$ cat config.mk
export PLATFORM = sky130hd
export DESIGN_NAME = conv_window_ctrl
export DESIGN_NICKNAME = d
export VERILOG_FILES = /design/src/rtl/conv_window_ctrl_pkg.sv /design/src/rtl/conv_window_ctrl_tag_delay.sv /design/src/rtl/conv_window_ctrl.sv
export SDC_FILE = /design/constraint.sdc
export NUM_CORES = 1
export LEC_CHECK = 0
export ABC_AREA = 0
export CORE_UTILIZATION = 46
export CTS_CLUSTER_DIAMETER = 120
export CTS_CLUSTER_SIZE = 8
export DETAILED_ROUTE_END_ITERATION = 12
export DONT_BUFFER_PORTS = 1
export HOLD_SLACK_MARGIN = 0.12
export SLEW_MARGIN = 20
export SYNTH_ARGS = -nofsm -noshare
export SYNTH_HDL_FRONTEND = slang
export SYNTH_SLANG_ARGS = --single-unit
$ cat constraint.sdc
create_clock -name clk -period 1.9 [get_ports clk]
set_input_delay 0.57 -clock clk [delete_from_list [all_inputs] [get_ports clk]]
set_output_delay 0.57 -clock clk [all_outputs]
set_load 0.02 [all_outputs]
$ cat src/rtl/conv_window_ctrl_pkg.sv
// Shared constants and FSM encoding for the convolution window controller.
package conv_window_ctrl_pkg;

  localparam int DEF_IMG_W  = 28;
  localparam int DEF_IMG_H  = 28;
  localparam int DEF_K      = 5;
  localparam int DEF_NUM_CH = 6;
  localparam int DEF_OUT_W  = DEF_IMG_W - DEF_K + 1;
  localparam int DEF_OUT_H  = DEF_IMG_H - DEF_K + 1;

  typedef enum logic [1:0] {
    ST_IDLE  = 2'd0,
    ST_RUN   = 2'd1,
    ST_DRAIN = 2'd2,
    ST_DONE  = 2'd3
  } state_t;

endpackage

$ cat src/rtl/conv_window_ctrl_tag_delay.sv
// Fixed-latency tag pipeline that tracks results through the multiply/adder
// tree. The MSB of each entry is its valid bit; flush empties every stage.
module tag_delay_line
  import conv_window_ctrl_pkg::*;
#(
  parameter int DEPTH = 3,
  parameter int WIDTH = 14
) (
  input  logic             clk,
  input  logic             rst_n,
  input  logic             flush,
  input  logic [WIDTH-1:0] din,
  output logic [WIDTH-1:0] dout,
  output logic             pending
);

  logic [WIDTH-1:0] stage [DEPTH];

  // Shift one stage per cycle; never stalls because the result sink always accepts.
  always_ff @(posedge clk) begin
    if (!rst_n || flush) begin
      for (int i = 0; i < DEPTH; i++) stage[i] <= '0;
    end else begin
      stage[0] <= din;
      for (int i = 1; i < DEPTH; i++) stage[i] <= stage[i-1];
    end
  end

  assign dout = stage[DEPTH-1];

  // Valid tags that will still be in flight after this cycle (output stage excluded).
  always_comb begin
    pending = 1'b0;
    for (int i = 0; i < DEPTH - 1; i++) pending = pending | stage[i][WIDTH-1];
  end

endmodule

$ cat src/rtl/conv_window_ctrl.sv
// Sequences window origins (col, row, channel) to the window-fetch unit and
// tags each issued window so results emerge LAT cycles later with their
// channel and flat output address.
//
// state    | meaning
// ---------+--------------------------------------------------------------
// ST_IDLE  | waiting for start
// ST_RUN   | presenting window origins, one issue per win_ready handshake
// ST_DRAIN | all origins issued, waiting for the tag pipeline to empty
// ST_DONE  | one-cycle done pulse, then back to idle
module conv_window_ctrl
  import conv_window_ctrl_pkg::*;
#(
  parameter int IMG_W  = DEF_IMG_W,
  parameter int IMG_H  = DEF_IMG_H,
  parameter int K      = DEF_K,
  parameter int NUM_CH = DEF_NUM_CH,
  parameter int LAT    = 3
) (
  input  logic                                         clk,
  input  logic                                         rst_n,
  input  logic                                         start,
  input  logic                                         abort,
  input  logic                                         win_ready,
  output logic                                         win_valid,
  output logic [$clog2(IMG_H)-1:0]                     win_row,
  output logic [$clog2(IMG_W)-1:0]                     win_col,
  output logic [$clog2(NUM_CH)-1:0]                    ch_sel,
  output logic                                         res_valid,
  output logic [$clog2(NUM_CH)-1:0]                    res_ch,
  output logic [$clog2((IMG_W-K+1)*(IMG_H-K+1))-1:0]   res_addr,
  output logic                                         busy,
  output logic                                         done
);

  localparam int OUT_W = IMG_W - K + 1;
  localparam int OUT_H = IMG_H - K + 1;
  localparam int RW    = $clog2(IMG_H);
  localparam int CLW   = $clog2(IMG_W);
  localparam int CW    = $clog2(NUM_CH);
  localparam int AW    = $clog2(OUT_W * OUT_H);
  localparam int TW    = 1 + CW + AW;

  localparam logic [CLW-1:0] COL_LAST = CLW'(OUT_W - 1);
  localparam logic [RW-1:0]  ROW_LAST = RW'(OUT_H - 1);
  localparam logic [CW-1:0]  CH_LAST  = CW'(NUM_CH - 1);

  state_t state, state_nxt;

  logic [CLW-1:0] col;
  logic [RW-1:0]  row;
  logic [CW-1:0]  ch;
  logic [AW-1:0]  addr;

  logic          issue;
  logic          last_issue;
  logic          pipe_pending;
  logic [TW-1:0] tag_in;
  logic [TW-1:0] tag_out;

  // A handshake in the abort cycle is discarded: the frame is being cancelled.
  assign issue      = (state == ST_RUN) && win_ready && !abort;
  assign last_issue = issue && (col == COL_LAST) && (row == ROW_LAST) && (ch == CH_LAST);

  // State register.
  always_ff @(posedge clk) begin
    if (!rst_n) state <= ST_IDLE;
    else        state <= state_nxt;
  end

  // Next-state logic; abort overrides everything including start.
  always_comb begin
    state_nxt = state;
    if (abort) begin
      state_nxt = ST_IDLE;
    end else begin
      case (state)
        ST_IDLE:  if (start) state_nxt = ST_RUN;
        ST_RUN:   if (last_issue) state_nxt = ST_DRAIN;
        ST_DRAIN: if (!pipe_pending) state_nxt = ST_DONE;
        ST_DONE:  state_nxt = ST_IDLE;
        default:  state_nxt = ST_IDLE;
      endcase
    end
  end

  // Origin counters: col fastest, then row, then channel. The flat address
  // tracks row*OUT_W+col incrementally and restarts at each channel change.
  always_ff @(posedge clk) begin
    if (!rst_n || abort || state != ST_RUN) begin
      col  <= '0;
      row  <= '0;
      ch   <= '0;
      addr <= '0;
    end else if (issue) begin
      if (col == COL_LAST) begin
        col <= '0;
        if (row == ROW_LAST) begin
          row  <= '0;
          addr <= '0;
          ch   <= (ch == CH_LAST) ? '0 : ch + 1'b1;
        end else begin
          row  <= row + 1'b1;
          addr <= addr + 1'b1;
        end
      end else begin
        col  <= col + 1'b1;
        addr <= addr + 1'b1;
      end
    end
  end

  assign tag_in = issue ? {1'b1, ch, addr} : '0;

  tag_delay_line #(
    .DEPTH (LAT),
    .WIDTH (TW)
  ) u_tag_delay (
    .clk     (clk),
    .rst_n   (rst_n),
    .flush   (abort),
    .din     (tag_in),
    .dout    (tag_out),
    .pending (pipe_pending)
  );

  assign win_valid = (state == ST_RUN);
  assign win_row   = row;
  assign win_col   = col;
  assign ch_sel    = ch;
  assign res_valid = tag_out[TW-1];
  assign res_ch    = tag_out[AW +: CW];
  assign res_addr  = tag_out[AW-1:0];
  assign busy      = (state == ST_RUN) || (state == ST_DRAIN);
  assign done      = (state == ST_DONE);

endmodule

==> results of run 1 <==
## repair_timing
| item | in CTS | in global routing |
|---|---|---|
| endpoints found under the setup margin | 1 | 1 |
| hold buffers | 0 | 0 |
| resized for setup | 1 | 1 |
## state kept, by name, summed over array words and instances, names as in the netlist
name               flops
u_tag_delay.stage     42
ch_sel                 3
addr                  10
win_col                5
win_row                5
state                  2
## final timing paths
check / from / end / slack (ns) / depth (start not counted)
worst max register to register: state[1] / ch_sel[2] / 0.13 / 6
worst min-delay path: rst_n / u_tag_delay.stage[0][0] / 0.35 / 1
worst min register to register: u_tag_delay.stage[0][9] / u_tag_delay.stage[0][23] / 0.42 / 1
worst max-delay path: state[1] / win_valid / 0.04 / 4
## worst max-delay path, stage by stage, from the launching register on
cell	delay, ns
dfxtp_2	0.33
inv_1	0.11
ha_2	0.22
buf_4	0.15
buf_4	0.14
## report_power, final
part           internal, mW  leakage (nW)  switching, mW
clock                 0.608        0.0966          0.521
combinational        0.0201         0.455         0.0338
sequential             1.41         0.540        0.00224
total                  2.03          1.09          0.557
## through the flow
| step | cell area [µm²] | worst slack (ns) | total power, mW | instances |
|---|---|---|---|---|
| 2_1_floorplan | 2489 | 0.07603 | 1.483 | 241 |
| 6_report | 2753 | 0.04423 | 2.591 | 322 |
| 4_1_cts | 2751 | 0.01697 | 2.644 | 322 |
| 3_3_place_gp | 2556 | 0.1638 | 1.495 | 306 |
| 3_5_place_dp | 2556 | 0.1266 | 1.495 | 306 |
| 5_1_grt | 2753 | -0.003174 | 2.703 | 322 |
## per-layer routing
metal / routed length (µm) / part of all wire (%)
met5: 0 / 0
met2: 1821 / 48
met1: 1656 / 44
met4: 89 / 2.4
met3: 217 / 5.7
## cells by family after synthesis
family                   count (synthesis)
AO/OA/AOI/OAI                           19
multiplexers                             3
AND/OR/NAND/NOR                        109
flip-flops                              67
adder cells (fa/ha/maj)                  7
buffers and inverters                   25
XOR/XNOR                                11
## cells in the mapped netlist (3+ instances only)
cell type  number  area [µm²]
nand4_1         6       37.54
and2_1         42       262.8
clkbuf_1        5       18.77
inv_1           3       11.26
dfxtp_1        67        1341
nand3_1         8       40.04
buf_4          15       112.6
xor2_1         10       87.58
nand2_1        10       37.54
ha_1            7       87.58
nor2_1         19       71.32
nor2b_1         3       18.77
and3_1          3       18.77
and4b_1         3       30.03
or3_1           3       18.77
a21oi_1        10       50.05
nor3_1          3       15.01
mux2i_1         3       30.03
## layout make-up
| type | count | area [µm²] | share of cell area [%] |
|---|---|---|---|
| Clock buffer | 10 | 127.6 | 4.636 |
| Tap cell | 70 | 87.58 | 3.182 |
| Multi-Input combinational cell | 149 | 991.0 | 36.00 |
| Inverter | 3 | 11.26 | 0.4091 |
| Timing Repair Buffer | 17 | 127.6 | 4.636 |
| Sequential cell | 67 | 1343 | 48.77 |
| Clock inverter | 6 | 65.06 | 2.364 |
==> results by group, run 1 <==
Outcome
  • Outcome: complete, no violations

Logic synthesis
  • Post-synth EDFFs: 0
  • Post-Syn Area: 0.002489 mm²
  • Mux contribution to synthesized area: 1.207%
  • Seq cells post-synth: 67
  • YS warnings: 0
  • Complex-gate fraction of the synthesized area: 5.430%
  • Ys async rst share: 0%
  • Largest family of logic cells by synthesized area: simple AND/OR/NAND/NOR gates
  • Main synth FF type: dfxtp_1
  • Cells after Synth: 241
  • Syn avg cell area: 10.33 µm²
  • Synth cell types: 38
  • Synth Area in XOR/XNOR: 3.871%
  • Adder-cell share of the synthesized area: 3.519%
  • Sequential-to-total area share from yosys stat: 53.90%
  • Post-Syn Nets: 253
  • Simple-Gate Fraction of Synth Area: 25.69%

Timing
  • Fin Hold WS: 0.3535 ns
  • Post-layout minimum cycle time: 1.856 ns
  • Final setup fails: 0
  • Rel. slew slack: 63.78%
  • Period utilization: 97.67%
  • Fmax: 0.5389 GHz
  • Fin. Hold Viols: 0
  • Final TNS setup: 0 ns
  • RSZ-0062 raised after global routing: yes
  • Measured slew at the worst slew-check pin: 0.5420 ns
  • Max-slew violations: 0
  • Skew final: 0.005693 ns

Die
  • DIE AREA: 0.005709 mm²
  • Die span in x: 75.56 µm
  • Core ar.: 0.005172 mm²
  • Die Ht: 75.56 µm
  • Site Rows: 26
  • I/O pin total: 35
  • Starting Density: 48.11%

Detailed routing
  • WL final: 3784 µm
  • Post-DR vias/cell: 4.748
  • Antenna-violating nets left: 0
  • DR iter-0 viols: 28
  • Drt pass-1 iters: 4
  • Drt wl/cell: 11.75 µm
  • Residual DRC: 0
  • Vias: 1,529

Worst setup path
  • Crit path max fanout: 5
  • Startpoint Class: flip-flop
  • Kind of critical path: flip-flop to primary output
  • Crit path required time: 1.33 ns
  • CP arrival: 1.29 ns
  • CP endpoint kind: primary output

Global route
  • Met1 GRT Util: 15.83%
  • GRT Util Overall: 15.09%
  • Met3 usage: 7.407%
  • Largest net degree at the start of global routing: 29
  • First-pass GRT wire length: 6106 µm
  • Initial antenna violation count: 0
  • Met2 Use GR: 24.70%
  • Global route hottest layer: met2
  • Number of global-route vias before repair: 1,355
  • GRT Residual Overflow: 0

Layout
  • Share of post-route cells with drive strength above 1: 15.08%
  • P&R area growth vs syn: 10.61%
  • Final Util: 53.22%
  • Most common cell after layout, fill and taps aside: dfxtp_1
  • Most frequent cells in the layout: 66 x dfxtp_1, 42 x and2_1, 19 x nor2_1, 17 x buf_4
  • NumNets Final: 259
  • Filler cell count in the final layout: 447
  • Antenna diodes: 0

Clock tree
  • Htree depth: 3
  • CTS sink cnt: 67
  • Postcts setup bufs: 0
  • Clk_lat worst skew: 0.34 ns
  • Clock Tree Root: clkbuf_8
  • CTS tree: yes
  • Clock slew at reported path FFs: 0.07 ns
  • CTS buffer count: 9
  • Worst-case clock buffer depth: 2

Power and ir drop
  • VDD IR max: 465.8 µV
  • Power Dens Cells: 941.4 mW/mm²
  • P_leak: 1.092 nW

Place
  • IO buf count: 0
  • Routability Congestion: 0.7039
  • HPWL after DPL: 2569 µm

Worst hold path
  • Min-delay worst type: input pin to flip-flop

Run
  • Total of max-cap violations: 0
(Power assumes the default switching activity.)
==> run 2, diff against run 1 <==
Settings changed: TNS_END_PERCENT from default to 20.
Clock period 1.9 ns to 2.2 ns, I/O delays scaled along.
==> run 2 against run 1 <==
Against the previous run:
- via count is 1.7% lower
- total power is 13% lower
- utilization is 0.94 points lower
- non-clock buffer count is 7 lower
- clock power is 11% lower
- largest power group unchanged
==> results by group, run 2 (same netlist as run 1, synthesis figures left out) <==
Outcome
  • Outcome: complete, no violations

Die
  • Starting Density: 48.11% (unchanged)
  • Core ar.: 0.005172 mm² (unchanged)
  • Die Ht: 75.56 µm (unchanged)
  • Die span in x: 75.56 µm (unchanged)
  • I/O pin total: 35 (unchanged)
  • DIE AREA: 0.005709 mm² (unchanged)
  • Site Rows: 26 (unchanged)

Clock tree
  • Worst-case clock buffer depth: 2 (unchanged)
  • Clk_lat worst skew: 0.34 ns (about the same)
  • Hold buffer count at cts: 0 (unchanged)
  • Clock slew at reported path FFs: 0.08 ns (about the same)
  • CTS buffer count: 9 (unchanged)
  • Post-cts resize count: 0 (-1)
  • CTS sink cnt: 67 (unchanged)
  • CTS tree: yes
  • Htree depth: 3 (unchanged)
  • Postcts setup bufs: 0 (unchanged)
  • Clock Tree Root: clkbuf_8

Layout
  • Most common cell after layout, fill and taps aside: dfxtp_1
  • P&R area growth vs syn: 8.647%
  • Filler cell count in the final layout: 480 (+7.4%)
  • Largest registers: u_tag_delay.stage x42, addr x10
  • Reg with most FFs: u_tag_delay.stage
  • NumNets Final: 252 (-2.7%)
  • Most frequent cells in the layout: 67 x dfxtp_1, 42 x and2_1, 19 x nor2_1
  • Share of post-route cells with drive strength above 1: 12.24% (-2.8 points)
  • Antenna diodes: 0 (unchanged)
  • Max FFs per register: 42 (unchanged)

Run
  • Total of max-cap violations: 0 (unchanged)

Timing
  • RSZ-0062 raised after global routing: no
  • Fmax: 0.5068 GHz
  • Post-layout minimum cycle time: 1.973 ns
  • Skew final: 0.005276 ns (-0.0004169 ns)
  • Max-slew violations: 0 (unchanged)
  • Final TNS setup: 0 ns (unchanged)
  • Fin Hold WS: 0.4235 ns (+0.06992 ns)
  • Fin. Hold Viols: 0 (unchanged)
  • Rel. slew slack: 65.37% (+1.6 points)
  • Period utilization: 89.70%
  • Final setup fails: 0 (unchanged)
  • Measured slew at the worst slew-check pin: 0.5183 ns (-0.02373 ns)

Detailed routing
  • Antenna-violating nets left: 0 (unchanged)
  • WL final: 3649 µm (-3.6%)
  • Vias: 1,503 (-1.7%)
  • Post-DR vias/cell: 4.771 (+0.48%)
  • DR iter-0 viols: 66 (+140%)
  • Residual DRC: 0 (unchanged)
  • Drt wl/cell: 11.58 µm (-1.4%)
  • Drt pass-1 iters: 4 (unchanged)

Worst setup path
  • Startpoint Class: flip-flop
  • CP arrival: 1.31 ns (+0.02 ns)
  • Critical path's top delay family: adder cells
  • Critical path buffer and inverter count: 2 (-1)
  • Slowest Stage Delay on Critical Path: 0.34 ns (about the same)
  • CP endpoint kind: primary output
  • Kind of critical path: flip-flop to primary output
  • Critical path's slowest cell: ha_1
  • Crit path required time: 1.54 ns (+0.21 ns)
  • Critical-path cell list: inv_1 > ha_1 > buf_4
  • Crit path max fanout: 8 (+3)

Place
  • Routability Congestion: 0.7133 (+1.3%)
  • IO buf count: 0 (unchanged)
  • HPWL after DPL: 2416 µm (-6.0%)

Global route
  • Largest net degree at the start of global routing: 29 (unchanged)
  • First-pass GRT wire length: 6182 µm (+1.2%)
  • Number of global-route vias before repair: 1,372 (+1.3%)
  • GRT Util Overall: 15.27% (+0.17 points)
  • Initial antenna violation count: 0 (unchanged)
  • GRT Residual Overflow: 0 (unchanged)

Power and ir drop
  • Power Dens Cells: 838.3 mW/mm² (-11%)
  • P_sw: 507.3 µW (-9.0%)
  • P_leak: 1.057 nW (-3.2%)
  • Comb pwr share: 2.0% (about the same)
  • VDD IR max: 487.9 µV (+4.7%)
  • Total Power: 2.267 mW (-13%)
  • Clk network pwr share: 44.4% (+0.8 points)
  • Sw Share: 22.38% (+0.88 points)
  • Internal Power: 1.759 mW (-14%)
  • Share of power burned in registers: 53.6% (-0.8 points)

Worst hold path
  • Min-delay worst type: flip-flop to flip-flop
run 2: worst paths after layout:
kind	start	endpoint	slack, ns	cells after the start
hold reg to reg	u_tag_delay.stage[0][3]	u_tag_delay.stage[0][17]	0.42	1
hold / removal	u_tag_delay.stage[0][3]	u_tag_delay.stage[0][17]	0.42	1
setup reg to reg	state[1]	state[0]	0.28	6
setup / recovery	state[1]	win_valid	0.23	3
run 2: layout make-up:
type	instances	area, µm²	share of cell area (%)
sequential	67	1341	49.61
inverter	3	11.26	0.4165
tap	70	87.58	3.239
timing repair buffer	10	75.07	2.776
clock buffer	9	123.9	4.581
clock inverter	7	76.32	2.823
multi-input combinational	149	988.4	36.56
run 2: power groups by stage:
| stage | logic [mW] | clock network (mW) | registers (mW) |
|---|---|---|---|
| after floorplan | 0.0374 | 0 | 1.24 |
| after global placement | 0.0451 | 0 | 1.24 |
| after detailed placement | 0.0454 | 0 | 1.24 |
| after CTS | 0.0455 | 1.05 | 1.22 |
| after global routing | 0.0498 | 1.10 | 1.22 |
| final | 0.0447 | 1.01 | 1.22 |
run 2: metrics by stage:
stage          worst slack, ns  utilization, %  std cells  cell area, µm²
2_1_floorplan           0.3760               -        241            2489
3_3_place_gp            0.3317           48.40        299            2504
3_5_place_dp            0.2957           48.40        299            2504
4_1_cts                 0.1980           52.27        315            2704
5_1_grt                 0.1236           52.27        315            2704
6_report                0.2267           52.27        315            2704
run 2: worst register-to-register path, cell delays in order (launching register included):
cell,delay (ns)
dfxtp_1,0.33
inv_1,0.10
ha_1,0.34
nand3b_2,0.25
o41ai_4,0.48
nor3b_1,0.25
nor3_1,0.07
run 2: routing by layer:
layer | wire (µm) | vias to the layer above | track usage [%] | share of wire, %
met2 | 1708 | 37 | 22.92 | 47
met5 | 0 | - | 0 | 0
li1 | - | 781 | - | -
met4 | 48 | 0 | 5.967 | 1.3
met3 | 244 | 5 | 10.85 | 6.7
met1 | 1647 | 680 | 16.76 | 45
==> run 3, diff against run 2 <==
Settings changed: ABC_AREA 0 to 1.
==> run 3 against run 2 <==
Against the previous run:
- critical path depth is the same
- cell area up 0.46%
- routed wire length grew 7.2%
- hold slack lost 0.019 ns
- largest cell class unchanged
- first-iteration DRC count is 4.5% lower
- register-to-register slack improved by 0.20 ns
- total power up 0.83%
- utilization decreased by 0.086 points
- critical endpoint unchanged
- synthesized cell count rose by 32%
- via count up 12%
- combinational power is 41% higher
==> results by group, run 3 <==
Clock tree
  • Postcts setup bufs: 0 (unchanged)
  • Clock Tree Root: clkbuf_8
  • CTS sink cnt: 67 (unchanged)
  • Htree depth: 3 (unchanged)
  • CTS buffer count: 9 (unchanged)
  • Post-cts resize count: 0 (unchanged)
  • Worst-case clock buffer depth: 2 (unchanged)
  • Hold buffer count at cts: 0 (unchanged)
  • Clock slew at reported path FFs: 0.07 ns (about the same)
  • CTS tree: yes
  • Clk_lat worst skew: 0.34 ns (about the same)

Timing
  • Post-layout minimum cycle time: 1.916 ns (-0.05713 ns)
  • Final setup fails: 0 (unchanged)
  • Period utilization: 87.10% (-2.6 points)
  • Final TNS setup: 0 ns (unchanged)
  • Fin. Hold Viols: 0 (unchanged)
  • Measured slew at the worst slew-check pin: 0.3828 ns (-0.1355 ns)
  • Max-slew violations: 0 (unchanged)
  • Skew final: 0.007715 ns (+0.002439 ns)
  • Fmax: 0.5219 GHz (+3.0%)
  • RSZ-0062 raised after global routing: no
  • Rel. slew slack: 74.45% (+9.1 points)

Layout
  • Sequential Area: 0.001341 mm² (unchanged)
  • P&R area growth vs syn: 6.736%
  • Most common cell after layout, fill and taps aside: dfxtp_1
  • Reg with most FFs: u_tag_delay.stage
  • Max FFs per register: 42 (unchanged)
  • Antenna diodes: 0 (unchanged)
  • NumNets Final: 324 (+29%)
  • Share of post-route cells with drive strength above 1: 7.886% (-4.4 points)
  • Multi-input logic area: 828.3 µm² (-16%)
  • Largest registers: u_tag_delay.stage x42, addr x10
  • Most frequent cells in the layout: 67 x dfxtp_1, 65 x inv_1, 64 x nor2_1, 43 x nand2_1, 13 x a21oi_1
  • Design area: 0.002716 mm² (+0.46%)
  • Filler cell count in the final layout: 498 (+3.8%)

Logic synthesis
  • Seq cells post-synth: 67 (unchanged)
  • Ys async rst share: 0% (unchanged)
  • Synth top area share: 52.70% (-1.2 points)
  • Syn avg cell area: 8.003 µm² (-22%)
  • Biggest area consumer among synthesized cells: dfxtp_1
  • Sequential-to-total area share from yosys stat: 52.70% (-1.2 points)
  • Cells after Synth: 318 (+32%)
  • Post-Syn Nets: 330 (+30%)
  • Most numerous cell in the Yosys netlist: dfxtp_1
  • Post-synth EDFFs: 0 (unchanged)
  • YS warnings: 0 (unchanged)
  • Synth cell types: 25 (-34%)
  • Most frequent cells after synthesis: 67 x dfxtp_1, 65 x inv_1, 64 x nor2_1
  • Synth top area cells: dfxtp_1 53%, inv_1 9.6%, nor2_1 9.4%, nand2_1 6.3%, buf_4 4.4%
  • Main synth FF type: dfxtp_1
  • Post-Syn Area: 0.002545 mm² (+2.3%)

Detailed routing
  • Drt pass-1 iters: 5 (+1)
  • Residual DRC: 0 (unchanged)
  • WL final: 3913 µm (+7.2%)
  • M1 WL: 1876 µm (+14%)
  • Antenna-violating nets left: 0 (unchanged)
  • Routed met2 length: 1752 µm (+2.6%)
  • Post-DR vias/cell: 4.359 (-8.6%)
  • Top sig layer: met4
  • Vias: 1,687 (+12%)
  • Met3 WL: 231 µm (-5.3%)
  • DR iter-0 viols: 63 (-4.5%)
  • Drt wl/cell: 10.11 µm (-13%)

Die
  • Core ar.: 0.005205 mm² (+0.63%)
  • Die span in x: 76.38 µm (+1.1%)
  • I/O pin total: 35 (unchanged)
  • Die Ht: 76.38 µm (+1.1%)
  • Site Rows: 26 (unchanged)
  • DIE AREA: 0.005834 mm² (+2.2%)
  • Starting Density: 48.89% (+0.78 points)

Worst setup path
  • Critical path's top delay family: flip-flops
  • Kind of critical path: flip-flop to primary output
  • Critical path buffer and inverter count: 2 (unchanged)
  • Crit path max fanout: 5 (-3)
  • Startpoint Class: flip-flop
  • CP endpoint kind: primary output
  • Critical-path cell list: inv_1 > ha_1 > buf_4
  • Critical path's slowest cell: dfxtp_1
  • Crit path required time: 1.54 ns (about the same)
  • CP arrival: 1.26 ns (-0.05 ns)
  • Slowest Stage Delay on Critical Path: 0.38 ns (+0.04 ns)

Global route
  • GRT Residual Overflow: 0 (unchanged)
  • GRT Util Overall: 15.41% (+0.14 points)
  • First-pass GRT wire length: 6755 µm (+9.3%)
  • Initial antenna violation count: 0 (unchanged)
  • Number of global-route vias before repair: 1,470 (+7.1%)
  • Largest net degree at the start of global routing: 29 (unchanged)

Run
  • Total of max-cap violations: 0 (unchanged)

Power and ir drop
  • P_leak: 0.9800 nW (-7.3%)
  • Power Dens Cells: 841.3 mW/mm² (+0.36%)
  • VDD IR max: 381.5 µV (-22%)
  • Total Power: 2.285 mW (+0.83%)

Place
  • IO buf count: 0 (unchanged)
  • Placement Cell Area: 0.002516 mm² (+0.50%)
  • HPWL after DPL: 2689 µm (+11%)
  • Routability Congestion: 0.7835 (+9.8%)

Worst hold path
  • Min-delay worst type: flip-flop to flip-flop

Outcome
  • Outcome: complete, no violations
[run 3: cell count changes after synthesis, sizes merged, moves of 4 or more]
cell / delta
nand4: -5
inv: +62
clkbuf: -4
xor2: -7
nor2: +47
nand2: +35
o21ai: +7
and2: -42
[run 3: worst paths after layout]
path	from	slack, ns	to	cells after the start
worst max-delay path	state[1]	0.28	win_valid	3
worst min-delay path	u_tag_delay.stage[0][9]	0.40	u_tag_delay.stage[0][23]	2
worst max register to register	state[1]	0.48	win_col[4]	6
worst min register to register	u_tag_delay.stage[0][9]	0.40	u_tag_delay.stage[0][23]	2
[run 3: kinds of logic (layout without fill, tap and decap cells)]
| family | Yosys count | in the layout | synth area share [%] |
|---|---|---|---|
| AND/OR/NAND/NOR | 131 | 131 | 22.32 |
| buffers and inverters | 84 | 83 | 14.75 |
| flip-flops | 67 | 67 | 52.70 |
| AO/OA/AOI/OAI | 25 | 25 | 5.408 |
| adder cells (fa/ha/maj) | 7 | 7 | 3.441 |
| XOR/XNOR | 4 | 4 | 1.377 |
[run 3: worst register-to-register path: stages, from the launching register on]
cell	delay [ns]
dfxtp_1	0.34
inv_1	0.08
ha_1	0.28
nand3_4	0.17
inv_1	0.32
nand2_1	0.16
a211oi_1	0.27
[run 3: layout make-up]
class | count | area share (%)
Inverter | 65 | 8.982
Tap cell | 70 | 3.224
Sequential cell | 67 | 49.38
Clock buffer | 9 | 4.560
Multi-Input combinational cell | 167 | 30.49
Clock inverter | 7 | 2.810
Timing Repair Buffer | 2 | 0.5527
[run 3: stage by stage]
stage,setup WS [ns],instances,hold slack (ns),utilization [%]
after CTS,0.2496,387,0.4041,52.19
after global placement,0.4488,371,0.3975,48.34
after detailed placement,0.4738,371,0.3966,48.34
after global routing,0.1904,387,0.4217,52.19
after floorplan,0.6259,318,0.3936,-
final,0.2838,387,0.4040,52.19
[run 3: per-layer routing]
layer  global-route usage [%]  vias to the layer above
li1                         -                      930
met1                    17.97                      715
met2                    22.70                       37
met3                    8.623                        5
met4                    7.500                        0
met5                        0                        -
[run 3: where the power goes]
| group | total, mW | switching (mW) | internal, mW |
|---|---|---|---|
| logic | 0.0629 | 0.0433 | 0.0196 |
| clock network | 1.00 | 0.476 | 0.528 |
| registers | 1.22 | 0.00317 | 1.22 |
